--- config.mk ---
export PLATFORM = sky130hd
export DESIGN_NAME = ex_forward_ctrl
export DESIGN_NICKNAME = d
export VERILOG_FILES = /design/src/rtl/ex_forward_ctrl.sv
export SDC_FILE = /design/constraint.sdc
export NUM_CORES = 1
export LEC_CHECK = 0
export CORE_MARGIN = 5
export CORE_UTILIZATION = 35
export CTS_CLUSTER_DIAMETER = 80
export CTS_CLUSTER_SIZE = 16
export DETAILED_ROUTE_END_ITERATION = 10
export PLACE_DENSITY = 0.6
export SLEW_MARGIN = 20
export SYNTH_ARGS = -nofsm -noshare
export SYNTH_HDL_FRONTEND = slang
export SYNTH_SLANG_ARGS = --single-unit
--- constraint.sdc ---
create_clock -name clk -period 2.25 [get_ports clk]
set_input_delay 0.45 -clock clk [delete_from_list [all_inputs] [get_ports clk]]
set_output_delay 0.45 -clock clk [all_outputs]
set_load 0.1 [all_outputs]
--- src/rtl/ex_forward_ctrl.sv ---
// EX-stage forwarding select generator with load-use stall detection.
// Tracks in-flight destination registers and registers the 3:1 operand
// mux selects so they line up with the instruction entering EX.
module ex_forward_ctrl #(
  parameter int unsigned REG_W = 5,
  parameter int unsigned CNT_W = 16
) (
  input  logic             clk,
  input  logic             reset,
  input  logic             i_valid,
  input  logic [REG_W-1:0] i_rs,
  input  logic [REG_W-1:0] i_rt,
  input  logic [REG_W-1:0] i_dest,
  input  logic             i_reg_write,
  input  logic             i_mem_read,
  input  logic             i_flush,
  output logic [1:0]       o_fwd_a,
  output logic [1:0]       o_fwd_b,
  output logic             o_stall,
  output logic [CNT_W-1:0] o_stall_count
);

  typedef enum logic [1:0] {
    FWD_RF  = 2'b00,
    FWD_WB  = 2'b01,
    FWD_MEM = 2'b10
  } fwd_sel_t;

  // EX slot: instruction currently in EX.
  logic             ex_valid;
  logic [REG_W-1:0] ex_dest;
  logic             ex_rw;
  logic             ex_mr;

  // MEM slot. Its load flag and the whole WB slot are not tracked: selects are
  // computed one stage ahead, so only EX (next MEM) and MEM (next WB) ever
  // decide a forward, and only the EX load flag gates anything.
  logic             mem_valid;
  logic [REG_W-1:0] mem_dest;
  logic             mem_rw;

  logic     load_ex;
  fwd_sel_t fwd_a_next;
  fwd_sel_t fwd_b_next;

  function automatic fwd_sel_t select_for(input logic [REG_W-1:0] r,
                                          input logic             ex_v,
                                          input logic [REG_W-1:0] ex_d,
                                          input logic             ex_w,
                                          input logic             ex_m,
                                          input logic             mem_v,
                                          input logic [REG_W-1:0] mem_d,
                                          input logic             mem_w);
    fwd_sel_t sel;
    sel = FWD_RF;
    if (ex_v && ex_w && (ex_d != '0) && (ex_d == r) && !ex_m)
      sel = FWD_MEM;
    else if (mem_v && mem_w && (mem_d != '0) && (mem_d == r))
      sel = FWD_WB;
    return sel;
  endfunction

  // Load-use hazard against the load sitting in EX; rt compared unconditionally.
  always_comb begin
    o_stall = i_valid && !i_flush && ex_valid && ex_mr && ex_rw &&
              (ex_dest != '0) && ((ex_dest == i_rs) || (ex_dest == i_rt));
    load_ex = i_valid && !i_flush && !o_stall;
  end

  // Next-cycle operand selects; a bubble entering EX gets regfile selects.
  always_comb begin
    fwd_a_next = FWD_RF;
    fwd_b_next = FWD_RF;
    if (load_ex) begin
      fwd_a_next = select_for(i_rs, ex_valid, ex_dest, ex_rw, ex_mr,
                              mem_valid, mem_dest, mem_rw);
      fwd_b_next = select_for(i_rt, ex_valid, ex_dest, ex_rw, ex_mr,
                              mem_valid, mem_dest, mem_rw);
    end
  end

  // Pipeline occupancy tracking and registered selects.
  always_ff @(posedge clk or posedge reset) begin
    if (reset) begin
      ex_valid  <= 1'b0;
      ex_dest   <= '0;
      ex_rw     <= 1'b0;
      ex_mr     <= 1'b0;
      mem_valid <= 1'b0;
      mem_dest  <= '0;
      mem_rw    <= 1'b0;
      o_fwd_a   <= FWD_RF;
      o_fwd_b   <= FWD_RF;
    end else begin
      mem_valid <= ex_valid;
      mem_dest  <= ex_dest;
      mem_rw    <= ex_rw;
      ex_valid  <= load_ex;
      ex_dest   <= i_dest;
      ex_rw     <= i_reg_write;
      ex_mr     <= i_mem_read;
      o_fwd_a   <= fwd_a_next;
      o_fwd_b   <= fwd_b_next;
    end
  end

  // Saturating stall-cycle counter.
  always_ff @(posedge clk or posedge reset) begin
    if (reset)
      o_stall_count <= '0;
    else if (o_stall && (o_stall_count != '1))
      o_stall_count <= o_stall_count + 1'b1;
  end

endmodule
==> summary.txt <==
Outcome
  – Status: finished clean

Critical path
  – Arr. time, crit path: 2330 ps
  – CP dominant cell by count: buf_4
  – Crit end category: flop
  – Depth of the most critical reg-to-reg path: 7
  – WS Path Type: reg2reg
  – Worst r2r dst: o_stall_count[1]
  – CP max stage cell: or4_4
  – Cell Chain, Critical Path: or4_4 > o211ai_2 > o21bai_1 > buf_4 > a21oi_2 > buf_4 > mux2_1
  – Reg2reg start: ex_dest[1]
  – Crit-path max FO: 9
  – Worst EP required: roughly 2400 ps
  – R2r setup slk: between 80 and 90 ps
  – Element type at the critical path start: flop
  – Max incr delay on CP: ~550 ps

Die
  – Die area: between 0.005 and 0.006 mm^2
  – Starting Density: a little over a third
  – Die Ht: about 77 um
  – # IOs: between 40 and 50
  – Die W: 77.0 um
  – Area of the core: ~0.0044 mm^2
  – # rows: 24

Placed design
  – Post-DP HPWL: about 2700 um
  – Port bufs: between 40 and 50
  – Dpl cell area: 0.00218 mm^2
  – Pre-CTS setup slack: -220 ps
  – Routability cong.: slightly below 0.9

Synth
  – Synth top area share: 55.8%
  – Synth top area cells: dfrtp_1 56%, xnor2_1 12%, xor2_1 7.8%
  – Mapped Cells: 124
  – Cell taking the most area after synthesis: dfrtp_1
  – Synth unique cells: 28
  – Syn_area_per_cell: approximately 13 um^2
  – Ys async rst share: between 90% and 100%
  – Mapped cell area: ~0.0016 mm^2
  – Syn Nets: around 150
  – Most frequent cell after synthesis: dfrtp_1
  – Commonest cells in the netlist: 35 x dfrtp_1, 21 x xnor2_1, 14 x xor2_1
  – Sequential element share of the synthesized area: a little under three fifths
  – Yosys reg bits: 35
  – Number of flops mapped to enable cells by yosys: 0
  – Synth warnings: 0
  – Post-synth top flop: dfrtp_1

Route
  – Antenna Violating Nets Remaining: 0
  – Vias/cell: 4.84
  – WL/cell: around 14 um
  – Pre-antenna DRT Iters: 4
  – Initial DRC count: 42
  – Vias: 1186
  – Drc violations: 0
  – Total routed wirelength: between 3000 and 4000 um

Power
  – Worst VDD drop: about 0.27 mV
  – Pleak: roughly 1.0 nW
  – Power Density: roughly 590 mW/mm^2

Timing
  – Final slew viol count: 0
  – Final Hold Viols: 0
  – RSZ-0062 raised after global routing: false
  – Least-Margin Pin Slew: between 600 and 700 ps
  – Fraction of the cycle the final worst path needs: 96.4%
  – TNS Setup: 0 ps
  – Clk_skew: between 6 and 7 ps
  – Clock period minus final worst setup slack: ~2200 ps
  – Fmax: about 460 MHz
  – Setup ws final: between 80 and 90 ps
  – Final setup fails: 0
  – Slew headroom: a little over half

GRT
  – Met3 Resource Use GR: ~5.4%
  – Met2 GRT Util: between 15 and 20%
  – GRT busiest layer: met2
  – Met1 global-route usage: 15.3%
  – Grt total ovfl: 0
  – First-pass GRT wire length: between 5000 and 6000 um
  – GRT Util Overall: between 10% and 20%
  – Vias in the first global route: between 1000 and 1500
  – Largest net degree at the start of global routing: 20
  – Initial antenna violation count: 0

Cells and area
  – Final-stage net count: roughly 210
  – Layout area overhead: 48.2%
  – Final core occ: 53.4%
  – Antenna diode count: 0
  – Share of cells above drive strength 1: 36.8%
  – Layout Cell Area excl Fill: roughly 0.0023 mm^2

Hold path
  – Hold Path Sink: mem_valid
  – Hold Crit Start: ex_valid
  – Worst hold path cell count: 0
  – Hold Crit Class: reg2reg

Clocking
  – Max clock buf depth: 2
  – CTS Root Cell: clkbuf_8
  – Num CTS Buffers: 5
  – CTS Hold Buffers Added: 0
  – Clock-pin slew of the registers on the worst-case setup and hold paths: approximately 70 ps
  – CTS tree: yes
  – H-Tree Depth: 2
  – Clock sink count: 35
  – Clk_lat worst skew: approximately 280 ps

Job
  – Max Cap Violations: 0
## cell type report
type,count,area (um^2)
clock buffer,6,82.6
clock inverter,2,35.0
fill,389,2030
inverter,2,7.51
multi-input combinational,87,703
sequential,35,892
tap,52,65.1
timing repair buffer,61,541
## where the power goes
group	switching (mW)	internal (mW)	total (mW)
combinational	0.0635	0.0720	0.135
clock	0.213	0.358	0.571
sequential	0.0156	0.645	0.661
## kinds of logic (layout without fill, tap and decap cells)
logic type | after synthesis | after routing | synth area share (%)
buf+inv | 2 | 71 | 0.479
compound gates | 6 | 6 | 4.63
mux | 1 | 1 | 0.718
fa+ha+maj | 1 | 1 | 0.797
xor+xnor | 35 | 35 | 19.5
simple gates | 44 | 44 | 18.0
flops | 35 | 35 | 55.8
## worst max-delay path: cells and delay by family (launching register included)
family | cells | cell delay, ps
and+or+nand+nor | 1 | 550
AOI/OAI and AO/OA | 3 | 480
DFF | 1 | 380
buffers and inverters | 2 | 330
muxes | 1 | 310
## timing repair
| action | 4_1_cts | 5_1_grt |
|---|---|---|
| endpoints found under the hold margin | 0 | 0 |
| pin swaps | 4 | 4 |
| buffers inserted | 2 | 0 |
| endpoints found under the setup margin | 1 | 7 |
| cloned | 0 | 0 |
| gates resized for setup | 4 | 4 |
## per-layer routing
metal	share of wire [%]	vias to the layer above
met5	0	-
met2	48	36
li1	-	574
met4	1.7	0
met3	7.6	6
met1	42	570
## sequential cells by signal (all words and copies together), names as in the netlist
register,cells
o_stall_count,16
ex_dest,5
mem_dest,5
o_fwd_a,2
o_fwd_b,2
ex_mr,1
ex_rw,1
ex_valid,1
mem_rw,1
mem_valid,1
## per-stage QoR
step | cells | hold slack, ps | total power, mW
3_5_place_dp | 235 | 387 | 0.808
5_1_grt | 245 | 413 | 1.43
6_report | 245 | 408 | 1.37
3_3_place_gp | 235 | 388 | 0.806
4_1_cts | 245 | 410 | 1.39
2_1_floorplan | 124 | 367 | 0.733
## worst max-delay path by stage
stage | startpoint | cells past startpoint | endpoint
CTS | i_rs[3] | 6 | o_stall
global route | i_valid | 7 | o_stall_count[15]
global placement | i_rs[3] | 7 | o_stall_count[15]
detailed placement | i_rs[3] | 7 | o_stall_count[15]
floorplan | o_stall_count[0] | 7 | o_stall_count[15]
finish | ex_dest[1] | 7 | o_stall_count[1]
## layout by cell type, fill, tap and decap left out, types with 2 or more instances in the layout
cell type | synthesis | layout
nor3_2 | 2 | 4
buf_4 | 0 | 39
dlygate4sd2_1 | 0 | 2
nor4_1 | 2 | 2
dfrtp_2 | 0 | 7
clkdlybuf4s50_1 | 0 | 14
nand2_1 | 5 | 5
nand3_1 | 7 | 7
nand3_2 | 2 | 2
and4_1 | 3 | 3
buf_12 | 0 | 2
nand4_1 | 7 | 7
xor2_1 | 14 | 14
or4_4 | 2 | 2
dfrtp_1 | 35 | 26
nor3_1 | 6 | 4
xnor2_1 | 21 | 21
dlymetal6s2s_1 | 0 | 4
dfrtp_4 | 0 | 2
clkbuf_8 | 0 | 6
inv_1 | 2 | 2
(Power assumes the default switching activity.)
==> RTL edit 1 (same flow settings) <==
`CNT_W`: 16 -> 24.
--- a/src/rtl/ex_forward_ctrl.sv
+++ b/src/rtl/ex_forward_ctrl.sv
@@ -3,7 +3,7 @@
 // mux selects so they line up with the instruction entering EX.
 module ex_forward_ctrl #(
   parameter int unsigned REG_W = 5,
-  parameter int unsigned CNT_W = 16
+  parameter int unsigned CNT_W = 24
 ) (
   input  logic             clk,
   input  logic             reset,
Ports: changed (resized o_stall_count); port bits go from 42 to 50. The function was not compared with the original's and may differ.
==> RTL edit 1 against the unedited design <==
Power grew 15%; design area increased by 25%; synthesized cell count is 37% higher; synthesized area is 24% higher; clock skew fell by 0.0020 ns; the flow now finishes with violations (setup timing); sequential cell count increased by 8; worst hold slack better by 0.027 ns; setup slack got worse by 0.21 ns; fmax decreased by 9.0%; sequential share of layout area shrank 0.50 points; via count grew 30%; die area increased by 21%; wire length increased by 32%; critical path type is now flip-flop to output pin.
==> RTL edit 1: results <==
grt:
  antenna_found_initial: 0
  grt_util_all_layers_pct: 13.7
  grt_first_pass_wirelength_um: 7830
  grt_pass1_vias: 1587
  grt_start_max_net_pins: 44
placed_design:
  port_buffers: 49
  place_area_um2: 2700
  gp_congestion: 0.775
  dp_hpwl_um: 3430
synth:
  synthDistinctLibCells: 27
  synth_compound_gate_area_share_pct: 2.90
  synthAdderAreaFrac_pct: 0.644
  async_reset_ff_share_pct: 100
  ys.flop_type: "dfrtp_1"
  yosysSeqAreaShare_pct: 55.3
  synth_nets: 192
  netlist_top_cells_count: "43 x dfrtp_1, 32 x xnor2_1, 13 x nand2_1, 11 x nand3_1"
  muxShareOfSynthArea_pct: 1.16
  synth_xor_area_share_pct: 18.9
  yosysWarningCount: 0
  synthTopCellsByArea: "dfrtp_1 55%, xnor2_1 14%, xor2_1 4.5%"
clocking:
  h-tree-depth: 2
  clock_path_buffers: 2
  insertion_delay_ns: 0.29
  cts_made_buffers: 5
  root_buffer: "clkbuf_8"
  cts.reportedPaths.clkPinSlew_ns: 0.08
final_layout:
  fin_nets: 272
  final_layout_size_suffix_gt1_share_pct: 37.5
  antennaDiodeCount: 0
  biggestRegsByFlops: "o_stall_count x24, ex_dest x5, mem_dest x5"
worst_hold_path:
  hp-class: "flip-flop to flip-flop"
  hold_depth: 0
critical_path:
  worstRegToRegCells: 8
  cp_max_fo: 2
  crit_arrival_ns: 1.93
timing:
  fin_ws_ns: -0.133
  finalSetupViolCount: 3
  clock_skew_ns: 0.00438
  worstMarginPinSlew_ns: 0.529
power_and_ir_drop:
  peakVddDrop_v: 0.000320
  p_leak_nw: 1.29
detailed_routing:
  firstDrtPassIters: 4
  wirelength_um: 4530
  routed_via_density: 4.76
  drtIter0Drc: 34
run_status:
  violations: "setup timing"
  outcome: "complete, but fails checks"
-- RTL edit 1: changes by cell type in the layout (fill, tap and decap cells not counted), sizes merged, moves of 6 or more --
cell / before / now
and3: 1 / 10
nand2: 5 / 13
dfrtp: 35 / 43
clkdlybuf4s50: 14 / 20
buf: 41 / 57
nor2: 1 / 8
xnor2: 21 / 32
-- RTL edit 1: layout make-up --
class / instances / area (µm²)
Fill cell: 486 / 2530
Sequential cell: 43 / 1100
Multi-Input combinational cell: 119 / 926
Timing Repair Buffer: 77 / 657
Tap cell: 72 / 90.1
Clock buffer: 6 / 82.6
Clock inverter: 2 / 35.0
Inverter: 4 / 15.0
-- RTL edit 1: worst paths after layout --
check                      startpoint                to  slack, ns
setup / recovery           ex_dest[3]           o_stall      -0.13
setup reg to reg           ex_dest[3]        o_fwd_b[0]      -0.12
min in group asynchronous       reset        ex_dest[4]       0.58
hold / removal               ex_valid         mem_valid       0.44
hold reg to reg              ex_valid         mem_valid       0.44
max in group asynchronous       reset  o_stall_count[0]       1.27
-- RTL edit 1: cell families (layout without fill, tap and decap cells) --
group,Yosys count,in the layout
xor gates and xnor gates,42,42
muxes,2,2
and+or+nand+nor,68,68
adders and majority gates,1,1
AOI/OAI and AO/OA,6,6
buffers and inverters,8,89
DFF,43,43
-- RTL edit 1: layer usage --
layer	wire length, µm	up-vias	global-route usage [%]
li1	-	745	-
met5	0	-	0
met1	1990	751	17.7
met2	2240	34	22.1
met3	235	6	4.32
met4	60	0	3.88
-- RTL edit 1: critical path: stages, from the launching register on --
cell and delay, ns:
dfrtp_1 0.38, or4_4 0.55, o211ai_4 0.19, nor3_2 0.07, o21a_1 0.15, buf_12 0.14
buf_12 0.15
-- RTL edit 1: where the power goes --
| part | switching (mW) | internal [mW] | leakage [nW] |
|---|---|---|---|
| clock | 0.254 | 0.359 | 0.0612 |
| combinational | 0.0700 | 0.0797 | 0.688 |
| sequential | 0.0163 | 0.788 | 0.543 |
| total | 0.341 | 1.23 | 1.29 |
-- RTL edit 1: through the flow --
stage	std cells	hold slack, ns	TNS [ns]	setup WS [ns]
2_1_floorplan	170	0.371	-0.0413	-0.0413
3_3_place_gp	312	0.381	-1.26	-0.164
3_5_place_dp	312	0.385	-2.15	-0.194
4_1_cts	322	0.402	-0.189	-0.179
5_1_grt	323	0.449	-0.611	-0.205
6_report	323	0.435	-0.354	-0.133
-- RTL edit 1: timing repair --
item                                    CTS  global route
resized for setup                         7             6
endpoints found under the setup margin    2            20
pin swaps                                 3             6
cloned                                    0             0
setup buffers                             2             1
==> RTL edit 2 (same settings) <==
Without the edit above. `mem_dest` no longer has a reset.
--- a/src/rtl/ex_forward_ctrl.sv
+++ b/src/rtl/ex_forward_ctrl.sv
@@ -87,13 +87,11 @@
       ex_rw     <= 1'b0;
       ex_mr     <= 1'b0;
       mem_valid <= 1'b0;
-      mem_dest  <= '0;
       mem_rw    <= 1'b0;
       o_fwd_a   <= FWD_RF;
       o_fwd_b   <= FWD_RF;
     end else begin
       mem_valid <= ex_valid;
-      mem_dest  <= ex_dest;
       mem_rw    <= ex_rw;
       ex_valid  <= load_ex;
       ex_dest   <= i_dest;
@@ -102,6 +100,10 @@
       o_fwd_a   <= fwd_a_next;
       o_fwd_b   <= fwd_b_next;
     end
+  end
+
+  always_ff @(posedge clk) begin
+    mem_dest <= ex_dest;
   end
 
   // Saturating stall-cycle counter.
Function: same outputs for any inputs over 10 cycles, from zero or initial values and one cycle with reset high; that may be too few to reach the edited logic, so the function may still have changed.
==> RTL edit 2 against the unedited design <==
Synthesized area fell by 1.6%; critical path type is now input pin to output pin; global-route usage rose by 0.76 points; count of clock-buffer cells in the layout did not move; clock power up 5.8%; wire length grew 3.9%; fmax increased by 0.77%; largest power group unchanged; cell count up 0.82%; setup slack improved by 0.017 ns; sequential cell count did not move; power increased by 2.2%; largest cell class unchanged; design area shrank 0.59%.
==> RTL edit 2: results <==
run_status:
  outcome: "completed"
power_and_ir_drop:
  p_sw_share_pct: 22.7
  p_leak_nw: 1.03
synth:
  netlist_top_cells_count: "30 x dfrtp_1, 21 x xnor2_1, 14 x xor2_1, 7 x nand3_1, 7 x nand4_1"
  synthTopCellsByArea: "dfrtp_1 49%, xnor2_1 12%, xor2_1 7.9%"
  yosysSeqAreaShare_pct: 55.1
  synthAdderAreaFrac_pct: 0.810
  synth_compound_gate_area_share_pct: 4.70
final_layout:
  buf_share_pct: 23.5
  final_layout_size_suffix_gt1_share_pct: 37.9
  clk_share_pct: 5.25
  antennaDiodeCount: 0
  seq_share_pct: 37.5
  final_cells: 247
  multi_input_area_um2: 707
  fin_nets: 216
  multi_input_area_share_pct: 30.6
critical_path:
  cp-endpoint: "o_stall"
  crit_family: "buffers and inverters"
  worstRegToRegCells: 6
  slowest_delay_ns: 0.43
  cpMaxStageDelayCell: "clkdlybuf4s50_1"
  cp_max_fo: 2
  startpoint: "i_rt[0]"
  crit_arrival_ns: 1.70
grt:
  grt_util_all_layers_pct: 13.5
  grt_first_pass_wirelength_um: 6400
  grt_pass1_vias: 1352
placed_design:
  dp_worst_setup_slack_ns: -0.188
  place_area_um2: 2150
  gp_congestion: 0.848
  place_inst: 236
  dp_hpwl_um: 2700
clocking:
  cts_resized: 3
  clock_path_buffers: 2
timing:
  max_slew_margin_pct: 55.8
  holdWs_ns: 0.415
  clock_skew_ns: 0.00939
  fin_ws_ns: 0.0981
floorplan:
  core_um2: 4320
detailed_routing:
  routed_via_density: 4.87
  drtIter0Drc: 56
[RTL edit 2: layer usage]
metal	track usage (%)	vias up	part of all wire (%)
li1	-	578	-
met1	15.7	587	42
met2	21.6	32	51
met3	6.86	6	6.4
met4	3.85	0	1.1
met5	0	-	0
[RTL edit 2: logic make-up (layout without fill, tap and decap cells)]
group | Yosys count | count (layout)
DFF | 35 | 35
buffers and inverters | 2 | 73
muxes | 1 | 1
AOI/OAI and AO/OA | 6 | 6
adders and majority gates | 1 | 1
xor gates and xnor gates | 35 | 35
and+or+nand+nor | 44 | 44
[RTL edit 2: power groups by stage]
stage	combinational [mW]	clock, mW	sequential [mW]
6_report	0.134	0.604	0.659
4_1_cts	0.138	0.617	0.659
5_1_grt	0.147	0.649	0.662
2_1_floorplan	0.0503	0	0.681
3_3_place_gp	0.131	0	0.671
3_5_place_dp	0.132	0	0.672
